[config.mk]
export PLATFORM = sky130hd
export DESIGN_NAME = uart_cmd_ctrl_flat
export DESIGN_NICKNAME = d
export VERILOG_FILES = /design/src/rtl/uart_cmd_if.sv /design/src/rtl/uart_cmd_ctrl.sv /design/src/flat_wrapper.sv
export SDC_FILE = /design/constraint.sdc
export NUM_CORES = 1
export LEC_CHECK = 0
export BUFFER_PORTS_ARGS = -buffer_cell sky130_fd_sc_hd__buf_4
export CAP_MARGIN = 20
export CORE_MARGIN = 3
export CORE_UTILIZATION = 50
export DETAILED_ROUTE_END_ITERATION = 7
export PLACE_DENSITY_LB_ADDON = 0.05
export SKIP_LAST_GASP = 1
export SYNTH_ARGS = -nofsm -noshare
export SYNTH_HDL_FRONTEND = slang
export SYNTH_SLANG_ARGS = --single-unit
[constraint.sdc]
create_clock -name clk -period 3.5 [get_ports clk]
set_clock_uncertainty 0.15 [all_clocks]
set_input_delay 0.7 -clock clk [delete_from_list [all_inputs] [get_ports clk]]
set_output_delay 0.7 -clock clk [all_outputs]
set_load 0.005 [all_outputs]
[src/rtl/uart_cmd_if.sv]
// Byte-stream command bus between the UART receiver side and uart_cmd_ctrl.
// The master drives received bytes and the busy stall; the slave issues requests.
interface uart_cmd_if #(
    parameter int WIDTH = 8
);
    logic [WIDTH-1:0] i_data;
    logic             i_data_valid;
    logic             i_busy;
    logic             o_wr_en;
    logic             o_rd_en;
    logic [WIDTH-1:0] o_addr;
    logic [WIDTH-1:0] o_wdata;
    logic             o_frame_ok;
    logic             o_frame_err;
    logic             o_overrun;

    modport master (
        output i_data, i_data_valid, i_busy,
        input  o_wr_en, o_rd_en, o_addr, o_wdata,
        input  o_frame_ok, o_frame_err, o_overrun
    );

    modport slave (
        input  i_data, i_data_valid, i_busy,
        output o_wr_en, o_rd_en, o_addr, o_wdata,
        output o_frame_ok, o_frame_err, o_overrun
    );
endinterface

[src/rtl/uart_cmd_ctrl.sv]
// Frames SYNC/CMD/ADDR/DATA[/CSUM] packets into single-beat register requests.
// UART_CMD_CHECKSUM_EN adds the trailing XOR checksum byte and its check.
module uart_cmd_ctrl #(
    parameter int               WIDTH     = 8,
    parameter int               TIMEOUT   = 100000,
    parameter logic [WIDTH-1:0] SYNC_BYTE = WIDTH'(8'hA5),
    parameter logic [WIDTH-1:0] CMD_WR    = WIDTH'(8'h01),
    parameter logic [WIDTH-1:0] CMD_RD    = WIDTH'(8'h02)
) (
    input logic       clk,
    input logic       i_reset,
    uart_cmd_if.slave bus
);
    localparam int CW = $clog2(TIMEOUT);
    localparam logic [CW-1:0] CNT_MAX = CW'(TIMEOUT - 1);

    typedef enum logic [2:0] {
        S_IDLE,
        S_CMD,
        S_ADDR,
        S_DATA,
        S_CSUM,
        S_ISSUE
    } state_t;

    state_t           state_q, state_d;
    logic             cmd_wr_q, cmd_wr_d;
    logic [WIDTH-1:0] addr_q, addr_d;
    logic [WIDTH-1:0] data_q, data_d;
    logic [WIDTH-1:0] csum_q, csum_d;
    logic [CW-1:0]    cnt_q, cnt_d;
    logic             ok_d, err_d, ovr_d;

    logic             wr_q, rd_q, ok_q, err_q, ovr_q;
    logic [WIDTH-1:0] oaddr_q, owdata_q;
    logic             issue_d;

    always_comb begin
        state_d  = state_q;
        cmd_wr_d = cmd_wr_q;
        addr_d   = addr_q;
        data_d   = data_q;
        csum_d   = csum_q;
        cnt_d    = cnt_q;
        ok_d     = 1'b0;
        err_d    = 1'b0;
        ovr_d    = 1'b0;
        case (state_q)
            S_IDLE: begin
                cnt_d  = '0;
                csum_d = '0;
                if (bus.i_data_valid && bus.i_data == SYNC_BYTE)
                    state_d = S_CMD;
            end
            S_ISSUE: begin
                // Bytes cannot be buffered while the request is pending.
                ovr_d = bus.i_data_valid;
                if (!bus.i_busy)
                    state_d = S_IDLE;
            end
            default: begin
                if (bus.i_data_valid) begin
                    cnt_d  = '0;
                    csum_d = csum_q ^ bus.i_data;
                    case (state_q)
                        S_CMD: begin
                            if (bus.i_data == CMD_WR ||
                                bus.i_data == CMD_RD) begin
                                cmd_wr_d = (bus.i_data == CMD_WR);
                                state_d  = S_ADDR;
                            end else begin
                                err_d   = 1'b1;
                                state_d = S_IDLE;
                            end
                        end
                        S_ADDR: begin
                            addr_d  = bus.i_data;
                            state_d = S_DATA;
                        end
                        S_DATA: begin
                            data_d = bus.i_data;
`ifdef UART_CMD_CHECKSUM_EN
                            state_d = S_CSUM;
`else
                            state_d = S_ISSUE;
                            ok_d    = 1'b1;
`endif
                        end
`ifdef UART_CMD_CHECKSUM_EN
                        S_CSUM: begin
                            if (bus.i_data == csum_q) begin
                                state_d = S_ISSUE;
                                ok_d    = 1'b1;
                            end else begin
                                err_d   = 1'b1;
                                state_d = S_IDLE;
                            end
                        end
`endif
                        default: state_d = S_IDLE;
                    endcase
                end else if (cnt_q == CNT_MAX) begin
                    err_d   = 1'b1;
                    cnt_d   = '0;
                    state_d = S_IDLE;
                end else begin
                    cnt_d = cnt_q + CW'(1);
                end
            end
        endcase
    end

    assign issue_d = (state_d == S_ISSUE);

    always_ff @(posedge clk) begin
        if (i_reset) begin
            state_q  <= S_IDLE;
            cmd_wr_q <= 1'b0;
            addr_q   <= '0;
            data_q   <= '0;
            csum_q   <= '0;
            cnt_q    <= '0;
            wr_q     <= 1'b0;
            rd_q     <= 1'b0;
            oaddr_q  <= '0;
            owdata_q <= '0;
            ok_q     <= 1'b0;
            err_q    <= 1'b0;
            ovr_q    <= 1'b0;
        end else begin
            state_q  <= state_d;
            cmd_wr_q <= cmd_wr_d;
            addr_q   <= addr_d;
            data_q   <= data_d;
            csum_q   <= csum_d;
            cnt_q    <= cnt_d;
            wr_q     <= issue_d && cmd_wr_d;
            rd_q     <= issue_d && !cmd_wr_d;
            oaddr_q  <= issue_d ? addr_d : '0;
            owdata_q <= (issue_d && cmd_wr_d) ? data_d : '0;
            ok_q     <= ok_d;
            err_q    <= err_d;
            ovr_q    <= ovr_d;
        end
    end

    assign bus.o_wr_en     = wr_q;
    assign bus.o_rd_en     = rd_q;
    assign bus.o_addr      = oaddr_q;
    assign bus.o_wdata     = owdata_q;
    assign bus.o_frame_ok  = ok_q;
    assign bus.o_frame_err = err_q;
    assign bus.o_overrun   = ovr_q;
endmodule

[src/flat_wrapper.sv]
// flat-port wrapper written by rule: the top's interface ports become plain ports
module uart_cmd_ctrl_flat 
#(
    parameter int               WIDTH     = 8,
    parameter int               TIMEOUT   = 100000,
    parameter logic [WIDTH-1:0] SYNC_BYTE = WIDTH'(8'hA5),
    parameter logic [WIDTH-1:0] CMD_WR    = WIDTH'(8'h01),
    parameter logic [WIDTH-1:0] CMD_RD    = WIDTH'(8'h02)
)
  (clk, i_reset, bus_i_data, bus_i_data_valid, bus_i_busy, bus_o_wr_en, bus_o_rd_en, bus_o_addr, bus_o_wdata, bus_o_frame_ok, bus_o_frame_err, bus_o_overrun);
  uart_cmd_if #(.WIDTH(WIDTH)) bus_i ();
  input logic clk;
  input logic i_reset;
  input wire logic [$bits(bus_i.i_data)-1:0] bus_i_data;
  input wire logic [$bits(bus_i.i_data_valid)-1:0] bus_i_data_valid;
  input wire logic [$bits(bus_i.i_busy)-1:0] bus_i_busy;
  output wire logic [$bits(bus_i.o_wr_en)-1:0] bus_o_wr_en;
  output wire logic [$bits(bus_i.o_rd_en)-1:0] bus_o_rd_en;
  output wire logic [$bits(bus_i.o_addr)-1:0] bus_o_addr;
  output wire logic [$bits(bus_i.o_wdata)-1:0] bus_o_wdata;
  output wire logic [$bits(bus_i.o_frame_ok)-1:0] bus_o_frame_ok;
  output wire logic [$bits(bus_i.o_frame_err)-1:0] bus_o_frame_err;
  output wire logic [$bits(bus_i.o_overrun)-1:0] bus_o_overrun;
  assign bus_i.i_data = bus_i_data;
  assign bus_i.i_data_valid = bus_i_data_valid;
  assign bus_i.i_busy = bus_i_busy;
  assign bus_o_wr_en = bus_i.o_wr_en;
  assign bus_o_rd_en = bus_i.o_rd_en;
  assign bus_o_addr = bus_i.o_addr;
  assign bus_o_wdata = bus_i.o_wdata;
  assign bus_o_frame_ok = bus_i.o_frame_ok;
  assign bus_o_frame_err = bus_i.o_frame_err;
  assign bus_o_overrun = bus_i.o_overrun;
  uart_cmd_ctrl #(.WIDTH(WIDTH), .TIMEOUT(TIMEOUT), .SYNC_BYTE(SYNC_BYTE), .CMD_WR(CMD_WR), .CMD_RD(CMD_RD)) u_core (.clk(clk), .i_reset(i_reset), .bus(bus_i));
endmodule
# Yosys cells after proc, flatten, opt, wreduce, memory -nomap -nowiden
# Cells that the tools add are included.
dict set report totals {
  reg_bits 58
  ram_bits 0
  mem_count 0
  mem_bits_ro 0
  latch_bits 0
  out_inout_bits 21
  wordCells 63
}
dict set report op_classes {
  bitwise_logic 4
  mux 25
  multipliers 0
  n_shift 0
  n_reduce_logical 12
  n_addsub 1
  order_cmp 0
  n_eq_ne 9
  div 0
}
# op count
set ops {}
lappend ops {{8-bit 2-to-1 mux} 6}
lappend ops {{17-bit 2-to-1 mux} 2}
lappend ops {{17-bit one-hot mux with 2 select lines} 1}
lappend ops {{17-bit by 1-bit adder with 17-bit output, second input constant} 1}
lappend ops {{17-bit == test, second input constant} 1}
lappend ops {{3-bit 2-to-1 mux} 4}
lappend ops {{1-bit 2-to-1 mux} 9}
lappend ops {{3-bit one-hot mux with 3 select lines} 1}
lappend ops {{8-bit by 1-bit == test with 1-bit output, second input constant} 1}
lappend ops {{8-bit by 2-bit == test with 1-bit output, second input constant} 1}
lappend ops {{8-bit == test, second input constant} 1}
lappend ops {{2-bit OR reduction} 4}
lappend ops {{3-bit by 2-bit == test with 1-bit output, second input constant} 2}
lappend ops {{3-bit == test, second input constant} 2}
lappend ops {{3-bit one-hot mux with 2 select lines} 1}
lappend ops {{1-bit NOT} 4}
lappend ops {{4-bit OR reduction} 1}
lappend ops {{3-bit by 1-bit == test with 1-bit output, second input constant} 1}
lappend ops {{1-bit logical AND} 3}
lappend ops {{3-bit zero test} 1}
lappend ops {{3-bit OR reduction} 1}
lappend ops {{2-bit 2-to-1 mux} 1}
lappend ops {{1-bit zero test} 1}
lappend ops {{1-bit logical OR} 1}

# Longest topological paths before layout
dict set report depth {
  depth_word 10
  mapped_depth 7
  depth_no_buf 5
}

# Worst setup path before layout
# Ideal clock, no wire load.
dict set report synth_path {
  path_kind {input to register}
  start {input port bus_i_data_valid}
  end {register u_core.owdata_q[0] (netlist: u_core.bus.o_wdata[0])}
  arrival_time_ns 1.828
  required_ns 3.222
  setup_time_ns 0.128
  cell_stages 5
  slack_ns 1.394
  cell_sequence {clkbuf_1 -> nor4bb_1 -> a41oi_1 -> o211ai_2 -> nor2_1}
}
dict set report synth_between {
  elab_chain_len 7
}
# item line
set synth_rtl {}
lappend synth_rtl {{start, declared} flat_wrapper.sv:15} ;# input wire logic [$bits(bus_i.i_data_valid)-1:0] bus_i_data_valid;
lappend synth_rtl {{1-bit logical AND} uart_cmd_ctrl.sv:52} ;# if (bus.i_data_valid && bus.i_data == SYNC_BYTE)
lappend synth_rtl {{3-bit 2-to-1 mux} uart_cmd_ctrl.sv:52}
lappend synth_rtl {{3-bit one-hot mux with 2 select lines} uart_cmd_ctrl.sv:48} ;# case (state_q)
lappend synth_rtl {{3-bit == test} uart_cmd_ctrl.sv:113} ;# assign issue_d = (state_d == S_ISSUE);
lappend synth_rtl {{1-bit logical AND} uart_cmd_ctrl.sv:140} ;# owdata_q <= (issue_d && cmd_wr_d) ? data_d : '0;
lappend synth_rtl {{1-bit NOT (no line)} n/a}
lappend synth_rtl {{2-bit OR reduction (no line)} n/a}
lappend synth_rtl {{end signal, assigned} uart_cmd_ctrl.sv:140}
lappend synth_rtl {{end, declared} uart_cmd_ctrl.sv:35} ;# logic [WIDTH-1:0] oaddr_q, owdata_q;
# Several ways; a longest one is shown, not always the timed one.
# A chain may end at the register's enable or synchronous reset.

# Worst setup path after layout
dict set report layout_path {
  start {register u_core.cnt_q[0]}
  end {register u_core.cnt_q[11]}
}
dict set report layout_between {
  elab_chain_len 4
}
# item line
set layout_rtl {}
lappend layout_rtl {{start, declared} uart_cmd_ctrl.sv:31} ;# logic [CW-1:0] cnt_q, cnt_d;
lappend layout_rtl {{start signal, assigned} uart_cmd_ctrl.sv:136} ;# cnt_q <= cnt_d;
lappend layout_rtl {{17-bit by 1-bit adder with 17-bit output or 17-bit == test (tied branches)} {uart_cmd_ctrl.sv:107, uart_cmd_ctrl.sv:102}}
lappend layout_rtl {{17-bit 2-to-1 mux (*)} uart_cmd_ctrl.sv:102} ;# end else if (cnt_q == CNT_MAX) begin
lappend layout_rtl {{17-bit 2-to-1 mux (*)} uart_cmd_ctrl.sv:62} ;# if (bus.i_data_valid) begin
lappend layout_rtl {{17-bit one-hot mux with 2 select lines (*)} uart_cmd_ctrl.sv:48}
# Mark *: on every way between the ends. The rest lies on a longest branch, timed or not.

==> impl_metrics.json <==
{
  "end_kind": "flip-flop",
  "cts_tree": "done",
  "drive_gt1_frac": 0.1786,
  "critPathLaunchType": "flip-flop",
  "io_buffers": 32,
  "setup_tns_ns": 0,
  "vias_per_cell": 5.723,
  "critPathKind": "reg -> reg",
  "ys_types": 46,
  "cts-buffers-inserted": 9,
  "synth_top_family_by_area": "simple AND/OR/NAND/NOR gates",
  "ys_top_cells_by_area": "dfxtp_1 (47%), mux2i_1 (6.8%), nor2_1 (6.3%)",
  "synth_area_per_cell_um2": 8.933,
  "hold_buffers": 0,
  "clock.fmax_mhz": 432.9,
  "overflow": 0,
  "rsz0062_at_grt": "no",
  "path_clk_slew_ns": 0.07,
  "cts.htree.levels": 3,
  "first_iter_violations": 181,
  "nets": 316,
  "period_share": 0.6599,
  "n_antenna_cell": 0,
  "muxShareOfSynthArea": 0.06827,
  "grt_pass1_vias": 2045,
  "synth_warnings": 0,
  "tightest_slew_ns": 0.7398,
  "worst_ep_arrival_time_ns": 2.37,
  "hpwl_um": 3831,
  "syn-num-nets": 292,
  "grt_max_degree": 33,
  "ys_ff_latch": 58,
  "routabilityCongestion": 0.8227,
  "setup_viol": 0,
  "dp_worst_setup_slack_ns": 1.070,
  "synthFlopType": "dfxtp_1",
  "synth_top_area_cell": "dfxtp_1",
  "cts_root_buf": "clkbuf_8",
  "relSlewSlack": 0.5042,
  "first_pass_iters": 4,
  "syn2layout_area_growth_pct": 16.87,
  "fp.dieArea_mm2": 0.005868,
  "synth_area_mm2": 0.002492,
  "num_rows": 25,
  "antenna_found_initial": 0,
  "start_util": 0.5208,
  "fin_ws_ns": 1.190,
  "cts_sinks": 58,
  "cts_resized": 0,
  "clk_path_buf_depth": 2,
  "vias": 2146,
  "clk_latency_ns": 0.34,
  "yosys.area_share.simple": 0.2741,
  "dr_wl_met3_um": 361,
  "core_mm2": 0.004786,
  "fin_util": 0.6086,
  "synth-edff-count": 0,
  "ys_async_sr_fraction": 0,
  "synthXorXnorAreaFrac": 0.007028,
  "grtUsageTotal": 0.2112,
  "synth_seq_area_share": 0.4659,
  "p_leak_nw": 1.059,
  "wl_um": 5742,
  "peakVddDrop_mv": 0.3199,
  "final_antenna_net_count": 0,
  "wl_met2_um": 2544,
  "crit_fanout": 19,
  "cts_setup_buffers": 0,
  "fill_cells": 420,
  "die_y_um": 76.60,
  "synth_compound_area_frac": 0.1275,
  "synth_top_area_frac": 0.4659,
  "status": "completed",
  "highest_layer": "met4",
  "powerDensity_mw_per_mm2": 427.4,
  "cp.required_ns": 3.56,
  "routedWlPerCell_um": 15.31,
  "syn_inst": 279,
  "drc": 0,
  "period_needed_ns": 2.310,
  "holdCritPathClass": "reg -> reg",
  "num_io_pins": 33,
  "die_w_um": 76.60,
  "timing_hold_violations_final": 0,
  "drv_slew": 0,
  "maxCapViolCount": 0,
  "grt_first_pass_wirelength_um": 9763,
  "met1_length_um": 2767,
  "totalPowerFinal_mw": 1.245,
  "synth_fa_ha_area_frac": 0.005020
}
==> kinds of logic after synthesis <==
family | after synthesis
fa+ha+maj | 1
xor+xnor | 2
mux | 17
simple gates | 128
flops | 58
compound gates | 45
buf+inv | 28
==> stage by stage <==
step / instance area, um^2 / hold slack, ns / cells
5_1_grt: 2913 / 0.3502 / 375
4_1_cts: 2913 / 0.3350 / 375
3_3_place_gp: 2734 / 0.3090 / 359
2_1_floorplan: 2492 / 0.2821 / 279
3_5_place_dp: 2734 / 0.3192 / 359
6_report: 2913 / 0.3302 / 375
==> cells in the final DEF, fill, tap and decap left out, types with 2 or more instances in the layout <==
cell / Yosys / final
nor3_1: 5 / 5
nand2b_1: 4 / 4
dfxtp_1: 58 / 58
inv_1: 7 / 7
and2_1: 4 / 4
and3_1: 3 / 3
nand4_1: 13 / 13
buf_4: 0 / 34
o21ai_0: 4 / 4
a21oi_1: 7 / 7
xor2_1: 2 / 2
nand3b_1: 8 / 8
a41oi_1: 4 / 4
nor2b_1: 3 / 3
clkinvlp_4: 0 / 5
mux2i_1: 17 / 17
nand2_1: 13 / 13
nor4b_1: 3 / 3
a31oi_1: 16 / 16
o22ai_1: 2 / 2
nand3_1: 14 / 14
a311oi_1: 2 / 2
and4_1: 4 / 4
clkbuf_8: 0 / 9
or4_1: 3 / 3
nor2_1: 42 / 42
==> power breakdown <==
part	leakage, nW	internal [mW]	total, mW	switching (mW)
Sequential	0.467	0.660	0.660	0.000105
Clock	0.0741	0.259	0.553	0.294
Combinational	0.518	0.0125	0.0319	0.0194
==> critical path, cell delays in order, from the launching register on <==
cell and delay, ns:
dfxtp_1 0.39, ha_1 0.26, and4_1 0.45, nand4_1 0.35, buf_4 0.32, a41oi_1 0.20, a31oi_1 0.06
==> layout make-up <==
| class | count | area [um^2] | area share |
|---|---|---|---|
| Multi-Input combinational cell | 193 | 1207 | 0.4145 |
| Sequential cell | 58 | 1161 | 0.3986 |
| Tap cell | 67 | 83.83 | 0.02878 |
| Inverter | 7 | 26.28 | 0.009021 |
| Timing Repair Buffer | 34 | 255.2 | 0.08763 |
| Clock inverter | 7 | 55.05 | 0.01890 |
| Clock buffer | 9 | 123.9 | 0.04253 |
==> worst paths after layout <==
kind,from,end,slack [ns],cells past startpoint
max,u_core.cnt_q[0],u_core.cnt_q[11],1.19,6
min,u_core.cnt_q[16],u_core.cnt_q[16],0.33,1
max reg2reg,u_core.cnt_q[0],u_core.cnt_q[11],1.19,6
min reg2reg,u_core.cnt_q[16],u_core.cnt_q[16],0.33,1
==> sequential cells by signal, summed over array words and instances (netlist names), 3 cells and up <==
name,flops
u_core.state_q,3
u_core.bus.o_wdata,8
u_core.data_q,8
u_core.cnt_q,17
u_core.bus.o_addr,8
u_core.addr_q,8
==> Yosys cell counts, drive strengths merged, types with 2 or more instances <==
| cell | number |
|---|---|
| buf | 12 |
| nand3b | 8 |
| and4 | 4 |
| or4 | 3 |
| nand2b | 4 |
| a21oi | 7 |
| nand2 | 13 |
| xor2 | 2 |
| a41oi | 4 |
| o211ai | 2 |
| nor2 | 43 |
| nor4 | 2 |
| mux2i | 17 |
| inv | 7 |
| a311oi | 2 |
| nor3 | 5 |
| or2 | 2 |
| a31oi | 16 |
| nor4b | 3 |
| o21ai | 4 |
| and2 | 4 |
| nand3 | 14 |
| nor2b | 3 |
| nand4 | 13 |
| clkbuf | 9 |
| and3 | 3 |
| dfxtp | 58 |
| o22ai | 2 |
==> per-layer routing <==
metal,up-vias,GRT usage
li1,1068,-
met1,1011,0.2815
met2,62,0.3137
met3,5,0.05437
met4,0,0.1105
met5,-,0
(Power assumes the default switching activity.)
